<file path="config.mk">
export PLATFORM = sky130hd
export DESIGN_NAME = invsqrt_result_fifo
export DESIGN_NICKNAME = d
export VERILOG_FILES = /design/src/rtl/invsqrt_result_fifo.sv
export SDC_FILE = /design/constraint.sdc
export NUM_CORES = 1
export LEC_CHECK = 0
export ABC_AREA = 1
export BUFFER_PORTS_ARGS = -buffer_cell sky130_fd_sc_hd__buf_2
export CAP_MARGIN = 20
export CORE_UTILIZATION = 60
export CTS_BUF_LIST = sky130_fd_sc_hd__clkbuf_2
export DETAILED_ROUTE_END_ITERATION = 8
export PLACE_DENSITY = 0.78
export SLEW_MARGIN = 20
export SYNTH_ARGS = -nofsm -noshare
export SYNTH_HDL_FRONTEND = slang
export SYNTH_SLANG_ARGS = --single-unit
</file>
<file path="constraint.sdc">
create_clock -name clk -period 4.3 [get_ports clk]
set_input_delay 0 -clock clk [delete_from_list [all_inputs] [get_ports clk]]
set_output_delay 0 -clock clk [all_outputs]
set_load 0.05 [all_outputs]
</file>
<file path="src/rtl/invsqrt_result_fifo.sv">
// invsqrt_result_fifo: buffers single-precision results from the InvertSQRoot
// datapath for a downstream consumer. First-word-fall-through FIFO with
// occupancy flags, a sticky overflow flag and an accepted-sample counter.
// Optional feature macro: INVSQRT_SPECIAL_CHECK_EN -- when defined, NaN/Inf
// words (exponent all ones) are discarded and counted in SpecialCnt instead
// of being stored.
module invsqrt_result_fifo #(
    parameter int DEPTH = 16,
    parameter int CW    = 5
) (
    input  logic          clk,
    input  logic          rst,
    input  logic [31:0]   DataIn,
    input  logic          DataInValid,
    output logic [31:0]   DataOut,
    output logic          DataOutValid,
    input  logic          DataOutReady,
    output logic          Full,
    output logic          Empty,
    output logic [CW-1:0] Count,
    output logic          Overflow,
    output logic [15:0]   SampleCnt,
    output logic [7:0]    SpecialCnt
);

    localparam int AW = $clog2(DEPTH);

    logic [31:0]   r_mem [DEPTH];
    logic [AW-1:0] r_wr_ptr;
    logic [AW-1:0] r_rd_ptr;
    logic [CW-1:0] r_count;
    logic          r_full;
    logic          r_empty;
    logic          r_overflow;
    logic [15:0]   r_sample_cnt;

    logic          w_special;
    logic          w_offer;
    logic          w_pop;
    logic          w_push;
    logic          w_drop;
    logic [CW-1:0] w_count_next;

`ifdef INVSQRT_SPECIAL_CHECK_EN
    logic [7:0]    r_special_cnt;

    // NaN and Inf share the all-ones exponent; neither is a usable result.
    function automatic logic f_is_special(input logic [31:0] word);
        return (word[30:23] == 8'hFF);
    endfunction
`endif

    // Decide push/pop/drop for this edge and the resulting occupancy.
    always_comb begin
        w_special = 1'b0;
`ifdef INVSQRT_SPECIAL_CHECK_EN
        w_special = DataInValid & f_is_special(DataIn);
`endif
        w_offer = DataInValid & ~w_special;
        // A pop needs a valid head, so a ready pulse while empty does nothing.
        w_pop   = ~r_empty & DataOutReady;
        // A full FIFO still accepts a word when the head leaves on the same edge.
        w_push  = w_offer & (~r_full | w_pop);
        w_drop  = w_offer & r_full & ~w_pop;
        case ({w_push, w_pop})
            2'b10:   w_count_next = r_count + {{(CW-1){1'b0}}, 1'b1};
            2'b01:   w_count_next = r_count - {{(CW-1){1'b0}}, 1'b1};
            default: w_count_next = r_count;
        endcase
    end

    // Storage write; contents need no reset because Count gates visibility.
    always_ff @(posedge clk) begin
        if (w_push && !rst) begin
            r_mem[r_wr_ptr] <= DataIn;
        end
    end

    // Pointers, occupancy flags, sticky overflow and accepted-sample count.
    always_ff @(posedge clk) begin
        if (rst) begin
            r_wr_ptr     <= '0;
            r_rd_ptr     <= '0;
            r_count      <= '0;
            r_full       <= 1'b0;
            r_empty      <= 1'b1;
            r_overflow   <= 1'b0;
            r_sample_cnt <= 16'h0000;
        end else begin
            if (w_push) begin
                r_wr_ptr     <= r_wr_ptr + {{(AW-1){1'b0}}, 1'b1};
                r_sample_cnt <= r_sample_cnt + 16'h0001;
            end
            if (w_pop) begin
                r_rd_ptr <= r_rd_ptr + {{(AW-1){1'b0}}, 1'b1};
            end
            if (w_drop) begin
                r_overflow <= 1'b1;
            end
            r_count <= w_count_next;
            r_full  <= (w_count_next == CW'(DEPTH));
            r_empty <= (w_count_next == {CW{1'b0}});
        end
    end

`ifdef INVSQRT_SPECIAL_CHECK_EN
    // Saturating count of discarded NaN/Inf results.
    always_ff @(posedge clk) begin
        if (rst) begin
            r_special_cnt <= 8'h00;
        end else if (w_special && (r_special_cnt != 8'hFF)) begin
            r_special_cnt <= r_special_cnt + 8'h01;
        end
    end

    assign SpecialCnt = r_special_cnt;
`else
    assign SpecialCnt = 8'h00;
`endif

    assign DataOutValid = ~r_empty;
    assign DataOut      = r_empty ? 32'h0000_0000 : r_mem[r_rd_ptr];
    assign Full         = r_full;
    assign Empty        = r_empty;
    assign Count        = r_count;
    assign Overflow     = r_overflow;
    assign SampleCnt    = r_sample_cnt;

endmodule

</file>
; Word level (Yosys, flattened, before mapping)
; Memory sizes are Yosys's and may differ from the RTL's. A register that Yosys moved wholly into a read port is not among the register bits.
; Cells that the tools add are included.
[word_totals]
reg_bits = 32
latchBits = 0
ram_bits = 512
rom_bits = 0
inputBits = 36
output_inout_bits = 65
mem_count = 1
[memory_table]
columns = memory, depth, width, rd, rd_ports_with_merged_regs, wr, line
row1 = r_mem, 16, 32, 1, 1, 1, 28  ; logic [31:0] r_mem [DEPTH];
[op_classes]
add_sub_neg = 5
mul = 0
n_div = 0
magnitude_cmp = 0
n_eq_ne = 3
n_shift = 0
muxes = 6
bitwise = 8
reduce_logical = 3
[ops]
columns = cell, count
row1 = 32-bit two-way mux, 1
row2 = 16-bit by 1-bit adder with 16-bit output (second input constant), 1
row3 = 5-bit one-hot mux with 2 select lines, 1
row4 = 4-bit by 1-bit adder with 4-bit output (second input constant), 2
row5 = 4-bit two-way mux, 2
row6 = 5-bit by 1-bit adder with 5-bit output (second input constant), 1
row7 = 5-bit == test (second input constant), 1
row8 = 5-bit logical NOT, 1
row9 = 5-bit by 1-bit subtractor with 5-bit output (second input constant), 1
row10 = 1-bit AND, 4
row11 = 1-bit NOT, 3
row12 = 2-bit by 1-bit == test with 1-bit output (second input constant), 1
row13 = 2-bit == test (second input constant), 1
row14 = 1-bit two-way mux, 2
row15 = 1-bit logical AND, 1
row16 = 1-bit logical NOT, 1
row17 = 1-bit bitwise OR, 1

; Logic depth before layout (Yosys ltp)
[logic_depth]
word_depth = 7
ltp_mapped = 20
depth_no_buf = 18

; Worst setup path after synthesis
; No wires, ideal clock.
[synth_timing]
path_type = register to register
start = register r_empty, in the netlist Empty
end = memory r_mem[5][0], enable pin
setup_ns = 0.461
t_arrival_ns = 3.954
required_ns = 3.839
slack_ns = -0.115
path_stages_with_launch = 10
path_buffers = 2
cell_sequence = dfxtp_1 > clkbuf_1 > inv_1 > nand2_2 > nand2_1 > nand2_1 > buf_2 > nor2_1 > inv_1 > nor3_1
[synth_via]
elab_chain_cells = 7
[synth_rtl]
columns = item, line
row1 = start: declaration, 33  ; logic r_empty;
row2 = start signal: assignment, 102  ; r_empty <= (w_count_next == {CW{1'b0}});
row3 = 1-bit NOT, -
row4 = net DataOutValid, 16  ; output logic DataOutValid,
row5 = 1-bit AND, 61  ; w_pop = ~r_empty & DataOutReady;
row6 = 1-bit bitwise OR, 63  ; w_push = w_offer & (~r_full | w_pop);
row7 = 1-bit AND, 63
row8 = 1-bit logical AND, 74  ; if (w_push && !rst) begin
row9 = 1-bit two-way mux, 74
row10 = 1-bit two-way mux (not written as such), 75  ; r_mem[r_wr_ptr] <= DataIn;
row11 = end: declaration, 28
; The timed path passes the listed nets, and every way through them passes these cells.

==> summary.txt <==
Place
  – Placement Cell Area: 0.0229 mm²
  – HPWL Detailed: between 20 and 30 mm
  – Routability cong.: 0.806
  – Placed Cells: ~2200
  – Post-Place Setup Slack: 1600 ps
  – I/O Buffers: 92

Synth
  – Area leader, netlist: edfxtp_1
  – Area share of the largest cell type after synthesis: between 60% and 70%
  – Post-synthesis sequential area ratio: around three quarters
  – EDFF count, synth: 512
  – Avg Inst Size Synth: approximately 13 µm²
  – Mapped Cells: 1736
  – Top cells by area, synth: edfxtp_1 (70%), nor2_1 (6.6%), o21ai_0 (6.6%), dfxtp_1 (3.3%), o211ai_1 (3.2%)
  – Netlist cell types: 33
  – Synthesized cell area: ~0.022 mm²
  – Ys flop type: edfxtp_1
  – Number of synthesized register bits: 548
  – Post-synthesis async set-or-reset flop share: 0%
  – Synth Warn #: 0

CTS
  – CTS Buf Count: 134
  – CTS HTree Levels: 4
  – Root buf cell: clkbuf_2
  – TritonCTS clock tree: yes
  – Clock buffer depth: 3
  – Worst-Skew Late Latency: 1020 ps
  – Post-cts resize count: 0
  – Clk slew on worst S/H paths: roughly 100 ps
  – Clk sink count: between 500 and 600

Floorplanning
  – I/O Pins: between 100 and 150
  – Core area: roughly 0.036 mm²
  – Rows: 69
  – Die H: 193 µm
  – Die Wd: 193 µm
  – Initial core utilization: between 60% and 70%
  – DIE AREA: about 0.037 mm²

Critical path
  – Worst R2R End: r_mem[2][13]
  – FF-to-FF Start: Empty
  – Req. time, crit path: around 4300 ps
  – Worst setup SP type: flip-flop
  – Cells on worst reg2reg path: 8
  – Crit Path Max Fanout: 256
  – Critical Path End Type: output port
  – Worst setup path class: flip-flop to output port
  – Flop-to-flop setup slack: ~1600 ps
  – CP arrival: 3650 ps

Timing
  – Fraction of the cycle the final worst path needs: a little over four fifths
  – Final setup viols: 0
  – Worst slew pin tran: roughly 1300 ps
  – Slew Viols, Final: 0
  – Clk_skew: between 60 and 70 ps
  – RSZ-0062 raised after global routing: false
  – Hold Vio Cnt, Final: 0
  – Setup ws final: approximately 650 ps
  – Fmax: 274 MHz
  – Minimum clock period: about 3600 ps
  – Rel. slew slack: between 10% and 20%

Layout
  – Commonest non-fill, non-tap cell in the layout: edfxtp_1
  – Synth-to-Final Area Change: 12.7%
  – Final core occ: slightly below 70%
  – Design Area, Final: about 0.025 mm²
  – Non-filler cells, final: ~2500
  – Most frequent cells in the layout: edfxtp_1 (512), nor2_1 (381), o21ai_0 (290), clkbuf_2 (186), o211ai_1 (94)
  – Share of cells above drive strength 1: 17.3%
  – Nets@finish: between 2000 and 2500

Drt
  – Drt first-iter violations: 1607
  – ANT nets after route: 0
  – Vias per cell: around 6.0
  – Routed len/inst: about 21 µm
  – DRT Wirelength: ~52 mm
  – Drt first pass iters: 8
  – DRC: 6
  – Total number of vias: roughly 15000

Hold path
  – Worst hold start: DataInValid
  – Hold-critical path depth: 5
  – Hold crit path type: input pin to flip-flop
  – Hold endpoint: SampleCnt[15]

Pwr
  – PwrDens: between 400 and 500 mW/mm²
  – Maximum vdd drop: 0.324 mV
  – Leak Pwr: ~0.0085 µW
  – Total Power: ~11000 µW

GRT
  – GRT Total Usage: between 20% and 30%
  – GRT overflow: 0
  – Largest net degree at the start of global routing: roughly 260
  – First-pass GRT wire length: 81.2 mm
  – Initial antenna violation count: 1
  – Vias in the first global route: approximately 15000

Run status
  – Failing checks: DRC
  – Status: finished, violations left

Flow run
  – Max_cap viols: 0
-- stage by stage --
| stage | hold WS (ps) | TNS, ps |
|---|---|---|
| 3_3_place_gp | 289 | 0 |
| 4_1_cts | 24.7 | 0 |
| 3_5_place_dp | 326 | 0 |
| 5_1_grt | 108 | 0 |
| 6_report | 145 | 0 |
| 2_1_floorplan | 98.9 | -14720 |
-- metal layers --
metal	vias to the layer above	wire (µm)	track usage, %	share of wire [%]
met4	0	1790	13.6	3.4
met2	815	25200	46.7	48
met1	7206	20500	35.8	39
li1	6890	-	-	-
met5	-	0	0	0
met3	151	4640	5.88	8.9
-- what timing repair did --
item,4_1_cts,5_1_grt
hold endpoints to repair,663,0
endpoints found under the setup margin,0,0
setup buffers,0,0
hold buffers,74,0
-- layout make-up --
| class | instances | area (µm²) |
|---|---|---|
| Tap cell | 461 | 577 |
| Sequential cell | 548 | 16100 |
| Inverter | 44 | 170 |
| Timing Repair Buffer | 204 | 1620 |
| Clock inverter | 30 | 196 |
| Clock buffer | 186 | 931 |
| Antenna cell | 1 | 2.50 |
| Fill cell | 2482 | 11000 |
| Multi-Input combinational cell | 1030 | 5170 |
-- critical path, cell delays in order (launching register included) --
cell and delay [ps]:
dfxtp_4 390, buf_12 610, o21ai_0 250, o211ai_1 260
o211ai_1 150, a21oi_1 310, buf_2 330
-- where the power goes --
part	switching, µW	leakage (µW)	internal (µW)	total, µW
registers	35.4	0.00491	5880	5920
logic	1360	0.00273	473	1840
clock network	1930	0.000874	1330	3260
total	3330	0.00851	7680	11000
-- cells in the mapped netlist, types with 9 or more instances --
cell type  instances
inv_1             42
buf_4             15
buf_2             28
nor2_1           389
edfxtp_1         512
buf_6             10
o21ai_1           17
a21oi_1           51
nor3_1            17
clkbuf_1          58
o21ai_0          290
nand2_1           56
nand3_1           47
dfxtp_1           36
o211ai_1          94
o221ai_1          34
ha_1               9
-- worst max path at each step --
| stage | endpoint | start | cells past startpoint |
|---|---|---|---|
| 6_report | DataOut[22] | flip-flop | 6 |
| 5_1_grt | DataOut[16] | flip-flop | 6 |
| 4_1_cts | DataOut[5] | flip-flop | 6 |
| 3_5_place_dp | r_mem[12][18] | Empty | 7 |
| 3_3_place_gp | r_mem[6][14] | Empty | 7 |
| 2_1_floorplan | r_mem[5][0] | Empty | 9 |
-- cells by family (layout without fill, tap and decap cells) --
logic type	Yosys count	in the layout	share of synthesized area, %
XOR/XNOR	3	3	0.120
AO/OA/AOI/OAI	491	491	12.9
other	1	9	0.0171
flip-flops	548	548	73.2
adder cells (fa/ha/maj)	9	9	0.512
AND/OR/NAND/NOR	519	519	9.42
buffers and inverters	165	464	3.80
-- sequential cells by signal (all words and copies together) (netlist names), named ones only --
signal     flops
Empty          1
r_rd_ptr       4
Count          5
r_wr_ptr       4
SampleCnt     16
Full           1
r_mem        512
Overflow       1
No activity file was read; power rests on OpenSTA's default activity.
